## config.mk

```make
export PLATFORM = sky130hd
export DESIGN_NAME = nonce_feeder_flat
export DESIGN_NICKNAME = d
export VERILOG_FILES = /design/src/rtl/nonce_feeder_if.sv /design/src/rtl/nonce_feeder.sv /design/src/flat_wrapper.sv
export SDC_FILE = /design/constraint.sdc
export NUM_CORES = 1
export LEC_CHECK = 0
export ABC_AREA = 1
export BUFFER_PORTS_ARGS = -buffer_cell sky130_fd_sc_hd__buf_2
export CAP_MARGIN = 40
export CELL_PAD_IN_SITES_DETAIL_PLACEMENT = 1
export CELL_PAD_IN_SITES_GLOBAL_PLACEMENT = 1
export CORE_AREA = 2 2 482 484
export DETAILED_ROUTE_END_ITERATION = 12
export DIE_AREA = 0 0 484 486
export GPL_ROUTABILITY_DRIVEN = 0
export GPL_TIMING_DRIVEN = 0
export PLACE_DENSITY = 0.37
export SYNTH_ARGS = -nofsm -noshare
export SYNTH_HDL_FRONTEND = slang
export SYNTH_SLANG_ARGS = --single-unit
```

## constraint.sdc

```tcl
create_clock -name clk -period 2.1 [get_ports clk]
set_clock_uncertainty 0.1 [all_clocks]
set_input_delay 0.21 -clock clk [delete_from_list [all_inputs] [get_ports clk]]
set_output_delay 0.21 -clock clk [all_outputs]
set_load 0.02 [all_outputs]
```

## src/rtl/nonce_feeder_if.sv

```systemverilog
`default_nettype none
// ============================================================================
// Module   : nonce_feeder_if
// Purpose  : Bundles the job-launch inputs and the message/status outputs of
//            the nonce feeder into one interface.
// Modports :
//   master - job source side (drives start/Hin/tail/nonce range/found,
//            observes en/nonce/M/H/busy/done/exhausted)
//   slave  - nonce feeder side (the reverse directions)
// Signals  :
//   start        job launch pulse
//   Hin[255:0]   midstate for the job
//   tail[95:0]   header bytes 64..75, word0 in [95:64]
//   nonce_start  first nonce of the range
//   nonce_end    last nonce of the range, inclusive
//   found        downstream hit, aborts a running job
//   en           one-cycle strobe per issued message
//   nonce        nonce carried by the current en beat
//   M[511:0]     padded second-chunk message block, word0 = MSB
//   H[255:0]     latched midstate
//   busy         high while a range is being issued
//   done         one-cycle end-of-run pulse
//   exhausted    qualifies done: 1 = whole range issued, 0 = aborted
// Revision : 1.0 - initial release
// ============================================================================
interface nonce_feeder_if;

  localparam int c_WORD_S = 32;
  localparam int c_MSG_S  = 512;
  localparam int c_H_SIZE = 256;
  localparam int c_TAIL_S = 3 * c_WORD_S;

  // Job side
  logic                start;
  logic [c_H_SIZE-1:0] Hin;
  logic [c_TAIL_S-1:0] tail;
  logic [c_WORD_S-1:0] nonce_start;
  logic [c_WORD_S-1:0] nonce_end;
  logic                found;

  // Pipeline side
  logic                en;
  logic [c_WORD_S-1:0] nonce;
  logic [c_MSG_S-1:0]  M;
  logic [c_H_SIZE-1:0] H;
  logic                busy;
  logic                done;
  logic                exhausted;

  modport master (
    output start, Hin, tail, nonce_start, nonce_end, found,
    input  en, nonce, M, H, busy, done, exhausted
  );

  modport slave (
    input  start, Hin, tail, nonce_start, nonce_end, found,
    output en, nonce, M, H, busy, done, exhausted
  );

endinterface
`default_nettype wire

```

## src/rtl/nonce_feeder.sv

```systemverilog
`default_nettype none
// ============================================================================
// Module   : nonce_feeder
// Purpose  : Work dispatcher in front of the W-schedule entry stage of the
//            miner pipeline. Accepts one job (midstate, 96-bit header tail,
//            inclusive nonce range) and emits one fully padded 512-bit
//            second-chunk message block per clock, each carrying the next
//            nonce, until the range is exhausted or the downstream
//            comparator reports a hit on found.
// Ports    :
//   clk    in   rising-edge clock
//   reset  in   synchronous, active-high reset
//   feed   slave modport of nonce_feeder_if (job inputs, message outputs,
//          busy/done/exhausted status)
// Options  :
//   NONCE_BSWAP_EN  when defined, word 3 of M carries the byte-swapped
//                   nonce (little-endian header serialization); the nonce
//                   output itself is never swapped.
// Timing   : every output is registered; start sampled at edge k gives the
//            first en beat in cycle k+1 and N beats back to back.
// Revision : 1.0 - initial release
// ============================================================================
module nonce_feeder (
  input  logic          clk,
  input  logic          reset,
  nonce_feeder_if.slave feed
);

  // --------------------------------------------------------------------------
  // Constants
  // --------------------------------------------------------------------------
  localparam int c_WORD_S = 32;
  localparam int c_MSG_S  = 512;
  localparam int c_H_SIZE = 256;
  localparam int c_TAIL_S = 3 * c_WORD_S;

  // Padding for a 640-bit message: a single 1 bit after the nonce, zeros,
  // then the bit length in the last word.
  localparam logic [c_WORD_S-1:0]     c_PAD_WORD = 32'h8000_0000;
  localparam logic [c_WORD_S-1:0]     c_LEN_WORD = 32'h0000_0280;
  localparam logic [10*c_WORD_S-1:0]  c_ZERO_WORDS = '0;

  localparam logic [0:0] c_ST_IDLE = 1'b0;
  localparam logic [0:0] c_ST_RUN  = 1'b1;

  // --------------------------------------------------------------------------
  // State and registered outputs
  // --------------------------------------------------------------------------
  logic [0:0]          state_q,  state_d;
  logic [c_WORD_S-1:0] cur_q,    cur_d;     // next nonce to issue
  logic [c_WORD_S-1:0] nend_q,   nend_d;    // latched inclusive end
  logic                en_q,     en_d;
  logic [c_WORD_S-1:0] nonce_q,  nonce_d;   // last issued nonce
  logic [c_MSG_S-1:0]  m_q,      m_d;
  logic [c_H_SIZE-1:0] h_q,      h_d;
  logic                busy_q,   busy_d;
  logic                done_q,   done_d;
  logic                exh_q,    exh_d;

  // Range end is reached when the nonce already on the bus is the last one.
  logic                w_last_issued;
  logic [c_TAIL_S-1:0] w_tail_held;

  assign w_last_issued = (nonce_q == nend_q);

  // The tail is not kept in a separate register: words 0..2 of the message
  // register hold it unchanged for the whole run, so they are reused.
  assign w_tail_held = m_q[c_MSG_S-1 -: c_TAIL_S];

  // --------------------------------------------------------------------------
  // Message construction helpers
  // --------------------------------------------------------------------------
  function automatic logic [c_WORD_S-1:0] f_nonce_word(
    input logic [c_WORD_S-1:0] n
  );
`ifdef NONCE_BSWAP_EN
    f_nonce_word = {n[7:0], n[15:8], n[23:16], n[31:24]};
`else
    f_nonce_word = n;
`endif
  endfunction

  // Word layout: 0..2 tail, 3 nonce, 4 pad marker, 5..14 zero, 15 length.
  function automatic logic [c_MSG_S-1:0] f_build_msg(
    input logic [c_TAIL_S-1:0] tail_v,
    input logic [c_WORD_S-1:0] n
  );
    f_build_msg = {tail_v, f_nonce_word(n), c_PAD_WORD, c_ZERO_WORDS, c_LEN_WORD};
  endfunction

  // --------------------------------------------------------------------------
  // Process 1: state and output registers
  // --------------------------------------------------------------------------
  always_ff @(posedge clk) begin
    if (reset) begin
      state_q <= c_ST_IDLE;
      cur_q   <= '0;
      nend_q  <= '0;
      en_q    <= 1'b0;
      nonce_q <= '0;
      m_q     <= '0;
      h_q     <= '0;
      busy_q  <= 1'b0;
      done_q  <= 1'b0;
      exh_q   <= 1'b0;
    end else begin
      state_q <= state_d;
      cur_q   <= cur_d;
      nend_q  <= nend_d;
      en_q    <= en_d;
      nonce_q <= nonce_d;
      m_q     <= m_d;
      h_q     <= h_d;
      busy_q  <= busy_d;
      done_q  <= done_d;
      exh_q   <= exh_d;
    end
  end

  // --------------------------------------------------------------------------
  // Process 2: next-state logic
  // --------------------------------------------------------------------------
  always_comb begin
    state_d = state_q;
    case (state_q)
      c_ST_IDLE: begin
        if (feed.start) begin
          state_d = c_ST_RUN;
        end
      end
      c_ST_RUN: begin
        if (feed.found || w_last_issued) begin
          state_d = c_ST_IDLE;
        end
      end
      default: state_d = c_ST_IDLE;
    endcase
  end

  // --------------------------------------------------------------------------
  // Process 3: output / datapath next values
  // --------------------------------------------------------------------------
  always_comb begin
    en_d    = 1'b0;
    done_d  = 1'b0;
    busy_d  = (state_d == c_ST_RUN);
    cur_d   = cur_q;
    nend_d  = nend_q;
    nonce_d = nonce_q;
    m_d     = m_q;
    h_d     = h_q;
    exh_d   = exh_q;

    case (state_q)
      c_ST_IDLE: begin
        // Launch: the first beat goes out on the same edge that samples
        // start, so nonce_start bypasses the cur register.
        if (feed.start) begin
          en_d    = 1'b1;
          nonce_d = feed.nonce_start;
          m_d     = f_build_msg(feed.tail, feed.nonce_start);
          h_d     = feed.Hin;
          nend_d  = feed.nonce_end;
          cur_d   = feed.nonce_start + 32'd1;
          exh_d   = 1'b0;
        end
      end
      c_ST_RUN: begin
        // found wins over exhaustion when both land on the same edge.
        if (feed.found) begin
          done_d = 1'b1;
          exh_d  = 1'b0;
        end else if (w_last_issued) begin
          done_d = 1'b1;
          exh_d  = 1'b1;
        end else begin
          en_d    = 1'b1;
          nonce_d = cur_q;
          m_d     = f_build_msg(w_tail_held, cur_q);
          cur_d   = cur_q + 32'd1;   // wraps modulo 2^32
        end
      end
      default: ;
    endcase
  end

  // --------------------------------------------------------------------------
  // Output drive
  // --------------------------------------------------------------------------
  assign feed.en        = en_q;
  assign feed.nonce     = nonce_q;
  assign feed.M         = m_q;
  assign feed.H         = h_q;
  assign feed.busy      = busy_q;
  assign feed.done      = done_q;
  assign feed.exhausted = exh_q;

endmodule
`default_nettype wire

```

## src/flat_wrapper.sv

```systemverilog
// flat-port wrapper written by rule: the top's interface ports become plain ports
module nonce_feeder_flat 
  (clk, reset, feed_start, feed_Hin, feed_tail, feed_nonce_start, feed_nonce_end, feed_found, feed_en, feed_nonce, feed_M, feed_H, feed_busy, feed_done, feed_exhausted);
  nonce_feeder_if feed_i ();
  input  logic clk;
  input  logic reset;
  input wire logic [$bits(feed_i.start)-1:0] feed_start;
  input wire logic [$bits(feed_i.Hin)-1:0] feed_Hin;
  input wire logic [$bits(feed_i.tail)-1:0] feed_tail;
  input wire logic [$bits(feed_i.nonce_start)-1:0] feed_nonce_start;
  input wire logic [$bits(feed_i.nonce_end)-1:0] feed_nonce_end;
  input wire logic [$bits(feed_i.found)-1:0] feed_found;
  output wire logic [$bits(feed_i.en)-1:0] feed_en;
  output wire logic [$bits(feed_i.nonce)-1:0] feed_nonce;
  output wire logic [$bits(feed_i.M)-1:0] feed_M;
  output wire logic [$bits(feed_i.H)-1:0] feed_H;
  output wire logic [$bits(feed_i.busy)-1:0] feed_busy;
  output wire logic [$bits(feed_i.done)-1:0] feed_done;
  output wire logic [$bits(feed_i.exhausted)-1:0] feed_exhausted;
  assign feed_i.start = feed_start;
  assign feed_i.Hin = feed_Hin;
  assign feed_i.tail = feed_tail;
  assign feed_i.nonce_start = feed_nonce_start;
  assign feed_i.nonce_end = feed_nonce_end;
  assign feed_i.found = feed_found;
  assign feed_en = feed_i.en;
  assign feed_nonce = feed_i.nonce;
  assign feed_M = feed_i.M;
  assign feed_H = feed_i.H;
  assign feed_busy = feed_i.busy;
  assign feed_done = feed_i.done;
  assign feed_exhausted = feed_i.exhausted;
  nonce_feeder u_core (.clk(clk), .reset(reset), .feed(feed_i));
endmodule
```

After elaboration in Yosys (flattened, before gate mapping)
Cells that the tools add are included.
- flip-flop bits (word level): 868
- memories: 0
- word-level logic and storage cells: 48
- output and inout port bits: 804
- bits in writable memories: 0
- ROM bits: 0
- input bits: 420
- bits in latches: 0
- eq/ne operators: 5
- $lt $le $gt $ge: 0
- bitwise logic cells: 1
- muxes and demuxes: 24
- multipliers: 0
- shifts and indexed selects: 0
- reduce and logical (&&, ||, !) cells: 6
- $add $sub $neg: 2
- div/mod/pow operators: 0
- operators with widths (cell ; number):
    2-to-1 mux 512 bit ; 2
    case mux 512 bit (2 select lines) ; 1
    2-to-1 mux 416 bit ; 1
    2-to-1 mux 32 bit ; 6
    case mux 32 bit (2 select lines) ; 2
    adder 32 x 1 -> 32 bit, second input constant ; 2
    == test 32 bit ; 1
    2-to-1 mux 1 bit ; 9
    inequality test 2 bit, second input constant ; 3
    case mux 1 bit (2 select lines) ; 3
    AND reduction 2 bit ; 3
    inequality test 3 bit, second input constant ; 1
    AND reduction 3 bit ; 1
    OR reduction 2 bit ; 1
    logical OR 1 bit ; 1
    NOT 1 bit ; 1

Logic depth before layout (Yosys ltp)
- word-level depth: 4
- depth in mapped cells: 15
- depth with buffers taken out: 13

Least setup slack after synthesis
OpenSTA, ideal clock, no wires.
- path type: register to register
- start point: register u_core.feed.busy (netlist name)
- end point: register u_core.cur_q[20]
- library setup time: 0.113 ns
- path buffers: 1
- setup slack: 0.075 ns
- required time: 1.887 ns
- arrival time: 1.811 ns
- period minus slack after synthesis: 2.025 ns
- cell stages (with the launch flop): 14
- path through: dfxtp_1 -> buf_4 -> nand2_1 -> nand2_1 -> ha_1 -> nand3_2 -> inv_1 -> nand3_1 -> nor2_1 -> nand2_1 -> nand2_1 -> nand3_1 -> nand2_1 -> nor2_1
- RTL lines (item ; RTL line ; text):
    end signal: assignment ; nonce_feeder.sv:108 ; cur_q <= cur_d;
    end: declaration ; nonce_feeder.sv:50 ; logic [c_WORD_S-1:0] cur_q, cur_d;

==> PnR_summary.wiki <==
{| class="wikitable"
! Metric !! Value
|-
| Destination of the worst register-to-register timing path || u_core.feed.M[482]
|-
| Period Utilization, post-route || 1.035
|-
| DRC violation total after the first TritonRoute iteration || between 600 and 700
|-
| Number of antenna violations at the first check in global routing || 24
|-
| Routed via count divided by cell count || 3.127
|-
| Most used standard cell by instance count after synthesis || nor2_1
|-
| Final WS setup || -0.07356 ns
|-
| DR DRC count || 0
|-
| Fraction of synthesized cell area taken by the top area cell type || 0.4326
|-
| Simple-gate share of the synthesized area || 0.2446
|-
| Cell Area, Synth || 20920 sq um
|-
| Global-route congestion overflow total || 0
|-
| Xor-xnor portion of the synthesized cell area || 0.009630
|-
| Area of the placeable core || 229500 sq um
|-
| Number of nets with antenna violations after detailed routing || 0
|-
| Number of global-route vias before repair || roughly 25k
|-
| Max clock buf depth || 3
|-
| Setup TNS || -2.395 ns
|-
| Number of unique standard cell types used by synthesis || 30
|-
| Combinational power share || 0.274
|-
| Fin Hold WS || approximately 0.077 ns
|-
| Count of maximum capacitance violations || 0
|-
| Synthesized instance count || approximately 2.9k
|-
| Result of the run || finished with violations
|-
| Std-Cell Rows || 176
|-
| Half-perimeter wire length after placement || 120.3 mm
|-
| Number of buffers added on ports || 842
|-
| Via count || approximately 24k
|-
| Highest net fanout along the worst path || 7
|-
| Sequential cell fraction of total power || 0.333
|-
| Number of cells traversed by the worst hold path || 7
|-
| Number of nets in the finished design || between 5k and 6k
|-
| Area used by multi-input combinational logic || around 11000 sq um
|-
| IO Pins || 1224
|-
| Fillcell total || ~28k
|-
| Routed wire length || between 100 and 150 mm
|-
| P&R area growth vs syn || 91.78%
|-
| Crit Path Class || reg2reg
|-
| Launching point of the worst reg2reg path || u_core.feed.busy
|-
| Multiplexer share of the synthesized area || 0
|-
| Mean cell area of the mapped netlist || a little over 7 sq um
|-
| Area share of fa/ha/maj cells after synthesis || 0.0005982
|-
| Number of hold violations in the final report || 0
|-
| Sequential-to-total area share from yosys stat || 0.4326
|-
| Wire length of the first global-routing pass || roughly 200 mm
|-
| Prevailing post-synth register cell || dfxtp_1
|-
| First-pass iteration count of the detailed router || 4
|-
| CTS HTree Levels || 3
|-
| HP Start || feed_nonce_start[21]
|-
| Hold Crit Endpoint || u_core.cur_q[21]
|-
| Nature of the critical path endpoint || register
|-
| FF+latch count, synth || around 450
|-
| Commonest cells in the netlist || nor2_1 (920), dfxtp_1 (452), buf_4 (419)
|-
| Leakage component of the power || between 15 and 20 nW
|-
| Die Y || 486 microns
|-
| WP data arrival || about 2.6 ns
|-
| Number of cells on the worst reg-to-reg path || 12
|-
| Cts bufs inserted || 68
|-
| Die width || between 400 and 500 microns
|-
| Setup repair after global routing missed its margin || yes
|-
| Slack of the worst reg-to-reg path || -0.07 ns
|-
| Synth area leaders || dfxtp_1 (43%), nor2_1 (17%), buf_4 (15%)
|-
| Crit start category || register
|-
| Share of power burned in the clock network || 0.393
|-
| Async set-or-reset flop fraction in the synthesized netlist || 0
|-
| Combined flip-flop and latch cell area || between 9000 and 10000 sq um
|-
| Overall Global Routing Usage || 0.1201
|-
| Warning count from the yosys run || 0
|-
| Clock tree root buffer cell || clkbuf_16
|-
| Final-report setup violation count || 77
|-
| Clock tree from TritonCTS || done
|-
| Max rail drop VDD || around 0.00050 V
|-
| Hold Path Class || in2reg
|-
| Clock insertion delay at the later pin of the skew report || between 0.6 and 0.7 ns
|-
| Ratio of cells with drive above 1 in the final layout || 0.4010
|-
| Pin count of the biggest net entering global routing || 11
|-
| P per Cell Area || between 700 and 800 nW/um^2
|-
| Achievable clock frequency || 460.1 MHz
|-
| Initial core utilization || 0.09116
|-
| Pint || just under 20 mW
|-
| Routed wire per std cell || approximately 19 microns
|-
| DP Worst Slack || -1.578 ns
|-
| Post-layout min period || between 2 and 2.5 ns
|-
| Switching share of power || 0.3476
|-
| Pins Over Slew Limit || 0
|-
| Complex-gate fraction of the synthesized area || 0.1074
|-
| Dominant combinational cell family by area after synthesis || simple AND/OR/NAND/NOR gates
|-
| Clock slew at reported path FFs || about 0.050 ns
|-
| EDFF count, synth || 0
|-
| Required time worst endpoint || 2.55 ns
|-
| Switching power of the nets || ~10 mW
|-
| Violations in the final reports || setup timing
|-
| Clock net sink count || around 450
|-
| Overall die area || 235200 sq um
|-
| Worst slew pin tran || roughly 0.78 ns
|-
| Yosys top cell by area || dfxtp_1
|-
| Worst rel slew slack || 0.4775
|}
[cells by family after synthesis]
kind of cell,Yosys count
DFF,452
and+or+nand+nor,1306
xor gates and xnor gates,23
other,1
AOI/OAI and AO/OA,441
buffers and inverters,700
adders and majority gates,1
[routing by layer]
metal  share of wire  vias up  global-route usage
met4           0.025        8             0.03366
met3           0.057      125             0.02975
li1                -    11980                   -
met2            0.52      793              0.2213
met5         0.00039        -                   0
met1            0.40    11422              0.1358
[final cells by class]
cell class,instances,share of cell area
diodes,5,0.0003119
plain buffers,576,0.1105
flip-flops and latches,452,0.2276
inverters,122,0.01235
repair buffers,1326,0.2343
clock buffers,105,0.05224
clock inverters,15,0.003462
multi-input cells,2152,0.2648
well taps,3026,0.09438
[critical path, stage by stage, from the launching register on]
cell,delay [ns]
dfxtp_4,0.38
clkinv_8,0.09
buf_12,0.16
nand2_8,0.09
buf_16,0.15
clkinvlp_4,0.10
buf_6,0.13
buf_16,0.14
buf_12,0.15
buf_16,0.16
buf_12,0.17
nor2_4,0.07
nor2_1,0.04
[repair_timing]
| item | CTS | global route |
|---|---|---|
| cloned | 13 | 8 |
| resized for setup | 437 | 374 |
| pin swaps | 28 | 73 |
| buffers inserted | 33 | 17 |
| hold endpoints to repair | 415 | 0 |
| hold buffers | 405 | 0 |
| setup endpoints to repair | 453 | 272 |
[registers in the layout, indices dropped and copies added, names as in the netlist]
name,cells
u_core.cur_q,32
u_core.feed.H,256
u_core.feed.M,98
u_core.feed.busy,1
u_core.feed.done,1
u_core.feed.exhausted,1
u_core.feed.nonce,31
u_core.nend_q,32
[worst max path at each step]
stage / startpoint / end
after floorplan: u_core.feed.busy / u_core.cur_q[20]
after global placement: reset / u_core.nend_q[26]
after detailed placement: u_core.feed.busy / u_core.feed.M[493]
after CTS: u_core.feed.busy / u_core.feed.M[463]
after global routing: u_core.feed.busy / u_core.cur_q[22]
final: u_core.feed.busy / u_core.feed.M[482]
[per-stage QoR]
| step | cells | total power, mW | area [sq um] | utilization |
|---|---|---|---|---|
| after floorplan | 3304 | 13.82 | 22340 | - |
| after global placement | 7172 | 16.65 | 30340 | 0.1322 |
| after detailed placement | 7185 | 16.73 | 30510 | 0.1330 |
| after CTS | 7754 | 30.35 | 38750 | 0.1689 |
| after global routing | 7776 | 31.73 | 40110 | 0.1748 |
| final | 7779 | 30.00 | 40110 | 0.1748 |
[layout by cell type, fill, tap and decap left out, drive strengths merged]
| cell type | synthesis | layout |
|---|---|---|
| and2 | 2 | 2 |
| nand3b | 1 | 1 |
| clkbuf | 116 | 208 |
| nand2 | 295 | 295 |
| buf | 462 | 1393 |
| dlygate4sd3 | 0 | 405 |
| nor3 | 6 | 6 |
| or2 | 1 | 1 |
| inv | 120 | 119 |
| diode | 0 | 5 |
| a21oi | 23 | 23 |
| bufinv | 0 | 1 |
| bufbuf | 0 | 1 |
| nand3 | 32 | 32 |
| clkinvlp | 0 | 3 |
| xor2 | 14 | 14 |
| xnor2 | 9 | 9 |
| nor2 | 925 | 925 |
| dfxtp | 452 | 452 |
| o21ai | 417 | 417 |
| ha | 1 | 1 |
| conb | 1 | 381 |
| o211ai | 1 | 1 |
| clkinv | 2 | 14 |
| nand4 | 44 | 44 |
[power groups by stage]
stage / logic, mW / clock network [mW] / registers [mW]
4_1_cts: 7.98 / 12.4 / 9.95
3_5_place_dp: 6.63 / 0 / 10.1
5_1_grt: 8.94 / 12.7 / 10.1
6_report: 8.22 / 11.8 / 9.98
3_3_place_gp: 6.58 / 0 / 10.1
2_1_floorplan: 3.15 / 0 / 10.7
No activity file was read; power rests on OpenSTA's default activity.
